--- config.mk ---
export PLATFORM = sky130hd
export DESIGN_NAME = fetch_redirect_flat
export DESIGN_NICKNAME = d
export VERILOG_FILES = /design/src/rtl/fetch_redirect_if.sv /design/src/rtl/fetch_redirect.sv /design/src/flat_wrapper.sv
export SDC_FILE = /design/constraint.sdc
export NUM_CORES = 1
export LEC_CHECK = 0
export ABC_AREA = 1
export ABC_CLOCK_PERIOD_IN_PS = 1600
export CAP_MARGIN = 20
export CORE_MARGIN = 2
export CORE_UTILIZATION = 50
export DETAILED_ROUTE_END_ITERATION = 12
export HOLD_SLACK_MARGIN = 0.06
export PLACE_DENSITY_LB_ADDON = 0.25
export SKIP_LAST_GASP = 1
export SLEW_MARGIN = 20
export SYNTH_ARGS = -nofsm -noshare
export SYNTH_HDL_FRONTEND = slang
export SYNTH_SLANG_ARGS = --single-unit
--- constraint.sdc ---
create_clock -name i_clk -period 1.6 [get_ports i_clk]
set_input_delay 0.16 -clock i_clk [delete_from_list [all_inputs] [get_ports i_clk]]
set_output_delay 0.16 -clock i_clk [all_outputs]
set_load 0.03 [all_outputs]
--- src/rtl/fetch_redirect_if.sv ---
// Fetch front-end bundle: instruction-memory port, decode handshake and branch redirect.
// The master side is the fetch unit; the slave side is its surroundings (memory, decode, branch unit).
interface fetch_redirect_if #(
    parameter int XLEN = 32
);
    logic            i_DoBranch;
    logic [XLEN-1:0] i_BrTarget;
    logic            o_IReq;
    logic [XLEN-1:0] o_IAddr;
    logic            i_IAck;
    logic [XLEN-1:0] i_IData;
    logic            o_Valid;
    logic [XLEN-1:0] o_Instr;
    logic [XLEN-1:0] o_PC;
    logic            i_Ready;
    logic            o_Misalign;

    modport master (
        input  i_DoBranch, i_BrTarget, i_IAck, i_IData, i_Ready,
        output o_IReq, o_IAddr, o_Valid, o_Instr, o_PC, o_Misalign
    );

    modport slave (
        output i_DoBranch, i_BrTarget, i_IAck, i_IData, i_Ready,
        input  o_IReq, o_IAddr, o_Valid, o_Instr, o_PC, o_Misalign
    );
endinterface

--- src/rtl/fetch_redirect.sv ---
// Single-outstanding instruction fetch unit with branch redirect and wrong-path squash.
// Alternates FETCH (request in flight) and OUT (instruction held for decode).
module fetch_redirect #(
    parameter int              XLEN     = 32,
    parameter logic [XLEN-1:0] RESET_PC = '0
) (
    input  logic             i_clk,
    input  logic             i_rstn,
    fetch_redirect_if.master bus
);
    localparam logic [0:0] FETCH = 1'b0;
    localparam logic [0:0] OUT   = 1'b1;

    logic [0:0]      state_reg, state_next;
    logic [XLEN-1:0] pc_reg, pc_next;
    logic            pending_reg, pending_next;
    logic [XLEN-1:0] tgt_reg, tgt_next;
    logic            valid_reg, valid_next;
    logic [XLEN-1:0] instr_reg, instr_next;
    logic [XLEN-1:0] opc_reg, opc_next;
    logic            ireq_reg, ireq_next;
    logic            misalign_reg, misalign_next;

    logic [XLEN-1:0] br_tgt;
    logic [XLEN-1:0] redirect_tgt;

    // Redirect targets are always word aligned; a fresh branch beats the latched one.
    assign br_tgt       = {bus.i_BrTarget[XLEN-1:2], 2'b00};
    assign redirect_tgt = bus.i_DoBranch ? br_tgt : tgt_reg;

    always_comb begin
        state_next   = state_reg;
        pc_next      = pc_reg;
        pending_next = pending_reg;
        tgt_next     = tgt_reg;
        valid_next   = valid_reg;
        instr_next   = instr_reg;
        opc_next     = opc_reg;
        case (state_reg)
            FETCH: begin
                // An ack arriving in the first cycle after reset is taken as the answer
                // to the request for pc, even though o_IReq is not yet high.
                if (bus.i_IAck) begin
                    if (bus.i_DoBranch || pending_reg) begin
                        pc_next      = redirect_tgt;
                        pending_next = 1'b0;
                    end else begin
                        instr_next = bus.i_IData;
                        opc_next   = pc_reg;
                        pc_next    = pc_reg + XLEN'(4);
                        valid_next = 1'b1;
                        state_next = OUT;
                    end
                end else if (bus.i_DoBranch) begin
                    pending_next = 1'b1;
                    tgt_next     = br_tgt;
                end
            end
            OUT: begin
                if (bus.i_DoBranch) begin
                    valid_next = 1'b0;
                    pc_next    = br_tgt;
                    state_next = FETCH;
                end else if (bus.i_Ready) begin
                    valid_next = 1'b0;
                    state_next = FETCH;
                end
            end
            default: begin
                state_next = FETCH;
            end
        endcase
        ireq_next     = (state_next == FETCH);
        misalign_next = bus.i_DoBranch && (bus.i_BrTarget[1:0] != 2'b00);
    end

    always_ff @(posedge i_clk or negedge i_rstn) begin
        if (!i_rstn) begin
            state_reg    <= FETCH;
            pc_reg       <= RESET_PC;
            pending_reg  <= 1'b0;
            tgt_reg      <= '0;
            valid_reg    <= 1'b0;
            instr_reg    <= '0;
            opc_reg      <= '0;
            ireq_reg     <= 1'b0;
            misalign_reg <= 1'b0;
        end else begin
            state_reg    <= state_next;
            pc_reg       <= pc_next;
            pending_reg  <= pending_next;
            tgt_reg      <= tgt_next;
            valid_reg    <= valid_next;
            instr_reg    <= instr_next;
            opc_reg      <= opc_next;
            ireq_reg     <= ireq_next;
            misalign_reg <= misalign_next;
        end
    end

    assign bus.o_IReq     = ireq_reg;
    assign bus.o_IAddr    = pc_reg;
    assign bus.o_Valid    = valid_reg;
    assign bus.o_Instr    = instr_reg;
    assign bus.o_PC       = opc_reg;
    assign bus.o_Misalign = misalign_reg;
endmodule

--- src/flat_wrapper.sv ---
// flat-port wrapper written by rule: the top's interface ports become plain ports
module fetch_redirect_flat 
#(
    parameter int              XLEN     = 32,
    parameter logic [XLEN-1:0] RESET_PC = '0
)
  (i_clk, i_rstn, bus_i_DoBranch, bus_i_BrTarget, bus_i_IAck, bus_i_IData, bus_i_Ready, bus_o_IReq, bus_o_IAddr, bus_o_Valid, bus_o_Instr, bus_o_PC, bus_o_Misalign);
  fetch_redirect_if #(.XLEN(XLEN)) bus_i ();
  input  logic i_clk;
  input  logic i_rstn;
  input wire logic [$bits(bus_i.i_DoBranch)-1:0] bus_i_DoBranch;
  input wire logic [$bits(bus_i.i_BrTarget)-1:0] bus_i_BrTarget;
  input wire logic [$bits(bus_i.i_IAck)-1:0] bus_i_IAck;
  input wire logic [$bits(bus_i.i_IData)-1:0] bus_i_IData;
  input wire logic [$bits(bus_i.i_Ready)-1:0] bus_i_Ready;
  output wire logic [$bits(bus_i.o_IReq)-1:0] bus_o_IReq;
  output wire logic [$bits(bus_i.o_IAddr)-1:0] bus_o_IAddr;
  output wire logic [$bits(bus_i.o_Valid)-1:0] bus_o_Valid;
  output wire logic [$bits(bus_i.o_Instr)-1:0] bus_o_Instr;
  output wire logic [$bits(bus_i.o_PC)-1:0] bus_o_PC;
  output wire logic [$bits(bus_i.o_Misalign)-1:0] bus_o_Misalign;
  assign bus_i.i_DoBranch = bus_i_DoBranch;
  assign bus_i.i_BrTarget = bus_i_BrTarget;
  assign bus_i.i_IAck = bus_i_IAck;
  assign bus_i.i_IData = bus_i_IData;
  assign bus_i.i_Ready = bus_i_Ready;
  assign bus_o_IReq = bus_i.o_IReq;
  assign bus_o_IAddr = bus_i.o_IAddr;
  assign bus_o_Valid = bus_i.o_Valid;
  assign bus_o_Instr = bus_i.o_Instr;
  assign bus_o_PC = bus_i.o_PC;
  assign bus_o_Misalign = bus_i.o_Misalign;
  fetch_redirect #(.XLEN(XLEN), .RESET_PC(RESET_PC)) u_core (.i_clk(i_clk), .i_rstn(i_rstn), .bus(bus_i));
endmodule
# Yosys cells after proc, flatten, opt, wreduce, memory -nomap -nowiden
# Cells that the tools add are included.
# op_classes
addsub	1
multipliers	0
div	0
magnitude_cmp	0
n_eq_ne	5
shifts	0
n_mux	18
bitwise	4
n_reduce_logical	9
# ops
cell	count
two-way mux 32 bit	4
one-hot mux 32 bit (2 select lines)	1
adder 32 x 3 -> 32 bit (second input constant)	1
two-way mux 1 bit	11
AND reduction 3 bit	3
inequality test 2 bit (second input constant)	3
inverter 1 bit	4
one-hot mux 1 bit (2 select lines)	2
AND reduction 2 bit	2
nonzero test 2 bit	2
inequality test 3 bit (second input constant)	1
inequality test 2 x 1 -> 1 bit (second input constant)	1
logical AND 1 bit	1
logical OR 1 bit	1
# word_totals
register_bits	133
latchBits	0
ram_bits	0
rom_bits	0
inputBits	69
elab_cells	46
memories	0

# Depth between registers and ports, before layout
# Gate-level depths: netlist of the first run.
# logic_depth
ltp_word	5
depth_mapped	12

# Least setup slack after synthesis of the first run
# Ideal clock, no wire load.
# synth_path
path_type	reg-to-reg
start	reg u_core.pc_reg[3], in the netlist u_core.bus.o_IAddr[3]
end	reg u_core.pc_reg[22], in the netlist u_core.bus.o_IAddr[22]
setup_time_ps	117
arrival_ps	1583
path_slack_ps	-101
path_stages_with_launch	13
synth_period_minus_slack_ps	1701
path_cell_list	dfrtp_1 -> ha_1 -> nand2_2 -> nor2_4 -> nand2_4 -> nor2_4 -> nand2_1 -> nand2_1 -> nand2_1 -> nand2_1 -> nand2_1 -> nand2_1 -> nand2_1
# synth_via
elab_chain_cells	4
# synth_lines
element	line_no	text
start: declaration	fetch_redirect.sv:15	logic [XLEN-1:0] pc_reg, pc_next;
start signal: assignment	fetch_redirect.sv:90	pc_reg <= pc_next;
adder 32 x 3 -> 32 bit	fetch_redirect.sv:50	pc_next = pc_reg + XLEN'(4);
two-way mux 32 bit	fetch_redirect.sv:44	if (bus.i_DoBranch || pending_reg) begin
two-way mux 32 bit	fetch_redirect.sv:43	if (bus.i_IAck) begin
one-hot mux 32 bit (2 select lines)	fetch_redirect.sv:39	case (state_reg)
# Every way passes these cells. The select of a mux whose other input is x is not followed.
# A chain may end at the register's enable or synchronous reset.

# Worst setup path after layout of the first run
# layout_path
start	reg u_core.pc_reg[3], in the netlist u_core.bus.o_IAddr[3]
end	reg u_core.pc_reg[18], in the netlist u_core.bus.o_IAddr[18]
# The elaborated chain is that of the path after synthesis.

==> flow_metrics.env, run 1 <==
export IMPL_max_cap_violations=0
export IMPL_detail_route_wl_per_cell_um=15.4
export IMPL_cp_common_cell="nand2_4"
export IMPL_cpPeakStageDelay_ps=380
export IMPL_post_route_cells_drive_above_1_share_pct=14.2
export IMPL_finalNetCount=1159
export IMPL_tritoncts_num_sinks=133
export IMPL_final_skew_ps=9.30
export IMPL_area_delta_synth_final_pct=42.5
export IMPL_cp_max_fo=6
export IMPL_p_int_mw=8.61
export IMPL_leakagePower_nw=4.91
export IMPL_postSynthRegisterBits=133
export IMPL_initial_core_util_pct=51.0
export IMPL_die_area_um2=14400
export IMPL_final_core_utilization_pct=72.7
export IMPL_cts_max_level=4
export IMPL_finalWorstPathRequiredPeriod_ps=1630
export IMPL_run_status="finished, violations left"
export IMPL_synth_area_top_cells="dfrtp_1 49%, nand2_1 19%, o21ai_0 7.7%"
export IMPL_clock_tree_root_buffer_cell="clkbuf_16"
export IMPL_timing_final_max_slew_violations=0
export IMPL_regArea_um2=3340
export IMPL_worst_slew_pin_transition_ps=422
export IMPL_power_switching_fraction_pct=37.3
export IMPL_fp_dieW_um=120
export IMPL_setup_repair_after_global_routing_missed_its_margin="yes"
export IMPL_post_dp_hpwl_mm=13.8
export IMPL_cpMaxStageDelayCell="dfrtp_2"
export IMPL_cp_data_required_time_ps=1950
export IMPL_detailedRoute_firstIterationViolations=681
export IMPL_dpl_cell_count=1239
export IMPL_grt_overflow_total=0
export IMPL_seqPwrFrac_pct=34.7
export IMPL_worst_path_dominant_cell_family="simple AND/OR/NAND/NOR gates"
export IMPL_synth_avg_cell_area_um2=7.63
export IMPL_vias_in_the_first_global_route=6264
export IMPL_worst_setup_path_type="reg -> reg"
export IMPL_final_min_period_over_clock_period_pct=102
export IMPL_multiInputGateArea_um2=2990
export IMPL_path_cells="ha_4 -> nand2_4 -> nor2_4 -> nand2_4 -> buf_4 -> o21ai_4 -> nand3_4 -> nand2_2 -> inv_1 -> o21ai_1"
export IMPL_boundaryPins=168
export IMPL_finalWirelength_mm=19.7
export IMPL_maxClockFrequency_mhz=613
export IMPL_syn_cell_area_um2=6730
export IMPL_startpoint_type_of_the_worst_setup_path="flip-flop"
export IMPL_syn_nets=952
export IMPL_num_fill_cells=1039
export IMPL_crit_buf_inv=2
export IMPL_insertion_delay_ps=430
export IMPL_antenna_left=0
export IMPL_total_track_usage_pct=28.0
export IMPL_grt_max_degree=65
export IMPL_setup_viol=7
export IMPL_failing_checks="negative setup slack"
export IMPL_yosys_area_top_type_share_pct=49.5
export IMPL_max_slew_margin_rel_pct=71.9
export IMPL_core_area_um2=13200
export IMPL_timing_hold_worst_class="in -> async"
export IMPL_clk_transition_reported_paths_ps=60
export IMPL_synth_distinct_cells=34
export IMPL_drtPass1Iterations=6
export IMPL_report_final_hold_viol_count=0
export IMPL_detailedPlace_worstSlack_ps=-83.4
export IMPL_global_route_wire_length_before_repair_mm=31.4
export IMPL_final_instance_count_excl_fill=1277
export IMPL_synth_yosys_seq_area_share_pct=49.5
export IMPL_vias_per_cell=5.21
export IMPL_fp_dieH_um=120
export IMPL_synthesized_instance_count=882
export IMPL_setup_worst_path_end_class="flip-flop"
export IMPL_yosys_warnings=0
export IMPL_tritoncts="done"
export IMPL_globalplace_congestion=0.917
export IMPL_synthDominantAreaCellType="dfrtp_1"
export IMPL_power_frac_comb_pct=34.9
export IMPL_via_count=6656
export IMPL_layout_setup_ws_ps=-32.5
export IMPL_power_switching_mw=5.12
export IMPL_port_buffer_count=167
export IMPL_insertedDiodeCount=0
export IMPL_clock_tree_buffer_depth=2
export IMPL_num_rows=42
export IMPL_cts_buffers=17
export IMPL_drc=0
export IMPL_power_ir_vdd_worst_mv=0.813
export IMPL_powerDensity_nw_per_um2=1430
export IMPL_antenna_violations_before_repair=0
export IMPL_proportion_of_power_drawn_by_the_clock_network_pct=30.4
export IMPL_cp_data_arrival_time_ps=1980
-- Yosys cell counts --
cell type,n
inv_12,1
buf_1,1
o22ai_1,10
o21ai_1,9
xor2_1,5
clkbuf_1,18
nand2_4,2
nand4_1,7
inv_2,7
ha_1,1
inv_1,68
clkbuf_8,1
and2_1,1
o211ai_1,3
nor2_2,5
a21oi_2,2
nor2_1,57
nand3_1,24
nor2_4,11
a31oi_1,3
nand2_2,5
o21ai_0,104
o221ai_1,2
o21bai_1,3
dfrtp_1,133
a21oi_1,34
nor2_8,1
a21o_1,2
buf_4,3
nand2_1,341
buf_6,4
xor2_2,1
buf_2,12
dlymetal6s2s_1,1
-- layout by cell type, fill, tap and decap left out, types with 17 or more instances in the layout --
cell type        synthesis  final
inv_1                   68     68
dlygate4sd2_1            0     89
nand2_1                341    335
clkdlybuf4s50_1          0     66
nand3_1                 24     21
o21ai_0                104    100
buf_4                    3     53
clkbuf_16                0     17
nor2_1                  57     52
dfrtp_1                133    123
a21oi_1                 34     32
-- repair_timing --
item                       4_1_cts  5_1_grt
cloned                           0        1
pin swaps                        1       19
hold buffers                     1        0
setup buffers                    0        5
gates resized for setup         97       43
hold endpoints to repair        66        0
setup endpoints to repair       95       31
-- power by group through the flow --
| stage | logic [mW] | clock network (mW) | registers (mW) |
|---|---|---|---|
| after floorplan | 1.45 | 0 | 6.07 |
| after global placement | 5.01 | 0 | 4.79 |
| after detailed placement | 5.09 | 0 | 4.80 |
| after CTS | 4.71 | 4.20 | 4.74 |
| after global routing | 5.19 | 4.37 | 4.85 |
| final | 4.79 | 4.17 | 4.77 |
-- stage by stage --
| step | hold WS, ps | TNS (ps) | area [um2] | total power [mW] |
|---|---|---|---|---|
| floorplan | -136 | 0 | 6730 | 7.52 |
| global placement | 105 | -813 | 8860 | 9.79 |
| detailed placement | 102 | -2330 | 8860 | 9.89 |
| CTS | 201 | 0 | 9410 | 13.6 |
| global route | 240 | -1540 | 9590 | 14.4 |
| finish | 208 | -94.2 | 9590 | 13.7 |
-- cells by family after synthesis --
kind of cell | after synthesis | synth area share [%]
and+or+nand+nor | 454 | 28.1
AOI/OAI and AO/OA | 172 | 13.6
DFF | 133 | 49.5
buffers and inverters | 116 | 7.77
xor gates and xnor gates | 6 | 0.893
adders and majority gates | 1 | 0.186
-- layer usage --
metal  GRT usage [%]  share of wire [%]  up-vias
li1                -                  -     3236
met1            38.8                 43     3078
met2            43.3                 45      301
met3            5.66                9.1       41
met4            11.2                2.6        0
met5               0                  0        -
-- worst paths after layout --
path	startpoint	end	slack (ps)	depth (start not counted)
min in group i_clk	bus_i_DoBranch	u_core.bus.o_Misalign	210	4
max reg2reg	u_core.bus.o_IAddr[3]	u_core.bus.o_IAddr[18]	-30	10
max	u_core.bus.o_IAddr[3]	u_core.bus.o_IAddr[18]	-30	10
max in group asynchronous	i_rstn	u_core.tgt_reg[31]	670	3
min reg2reg	u_core.bus.o_Instr[12]	u_core.bus.o_Instr[12]	460	2
min	i_rstn	u_core.tgt_reg[6]	210	2
-- layout make-up --
cell class                 count  area share, %
sequential                   133           34.8
multi-input combinational    633           31.2
timing repair buffer         227           21.9
clock buffer                  22           5.05
inverter                      76           3.11
tap                          176           2.30
clock inverter                 9           1.55
timing repair inverter         1         0.0914
No activity file was read; power rests on OpenSTA's default activity.
==> run 2: changes to the inputs <==
--- a/config.mk
+++ b/config.mk
@@ -10,11 +10,12 @@
 export CAP_MARGIN = 20
 export CORE_MARGIN = 2
 export CORE_UTILIZATION = 50
+export CTS_CLUSTER_SIZE = 30
 export DETAILED_ROUTE_END_ITERATION = 12
 export HOLD_SLACK_MARGIN = 0.06
 export PLACE_DENSITY_LB_ADDON = 0.25
 export SKIP_LAST_GASP = 1
-export SLEW_MARGIN = 20
+export SLEW_MARGIN = 25
 export SYNTH_ARGS = -nofsm -noshare
 export SYNTH_HDL_FRONTEND = slang
 export SYNTH_SLANG_ARGS = --single-unit
==> results of run 2 <==
No change in the layout: final DEF, timing and power equal those of run 1.
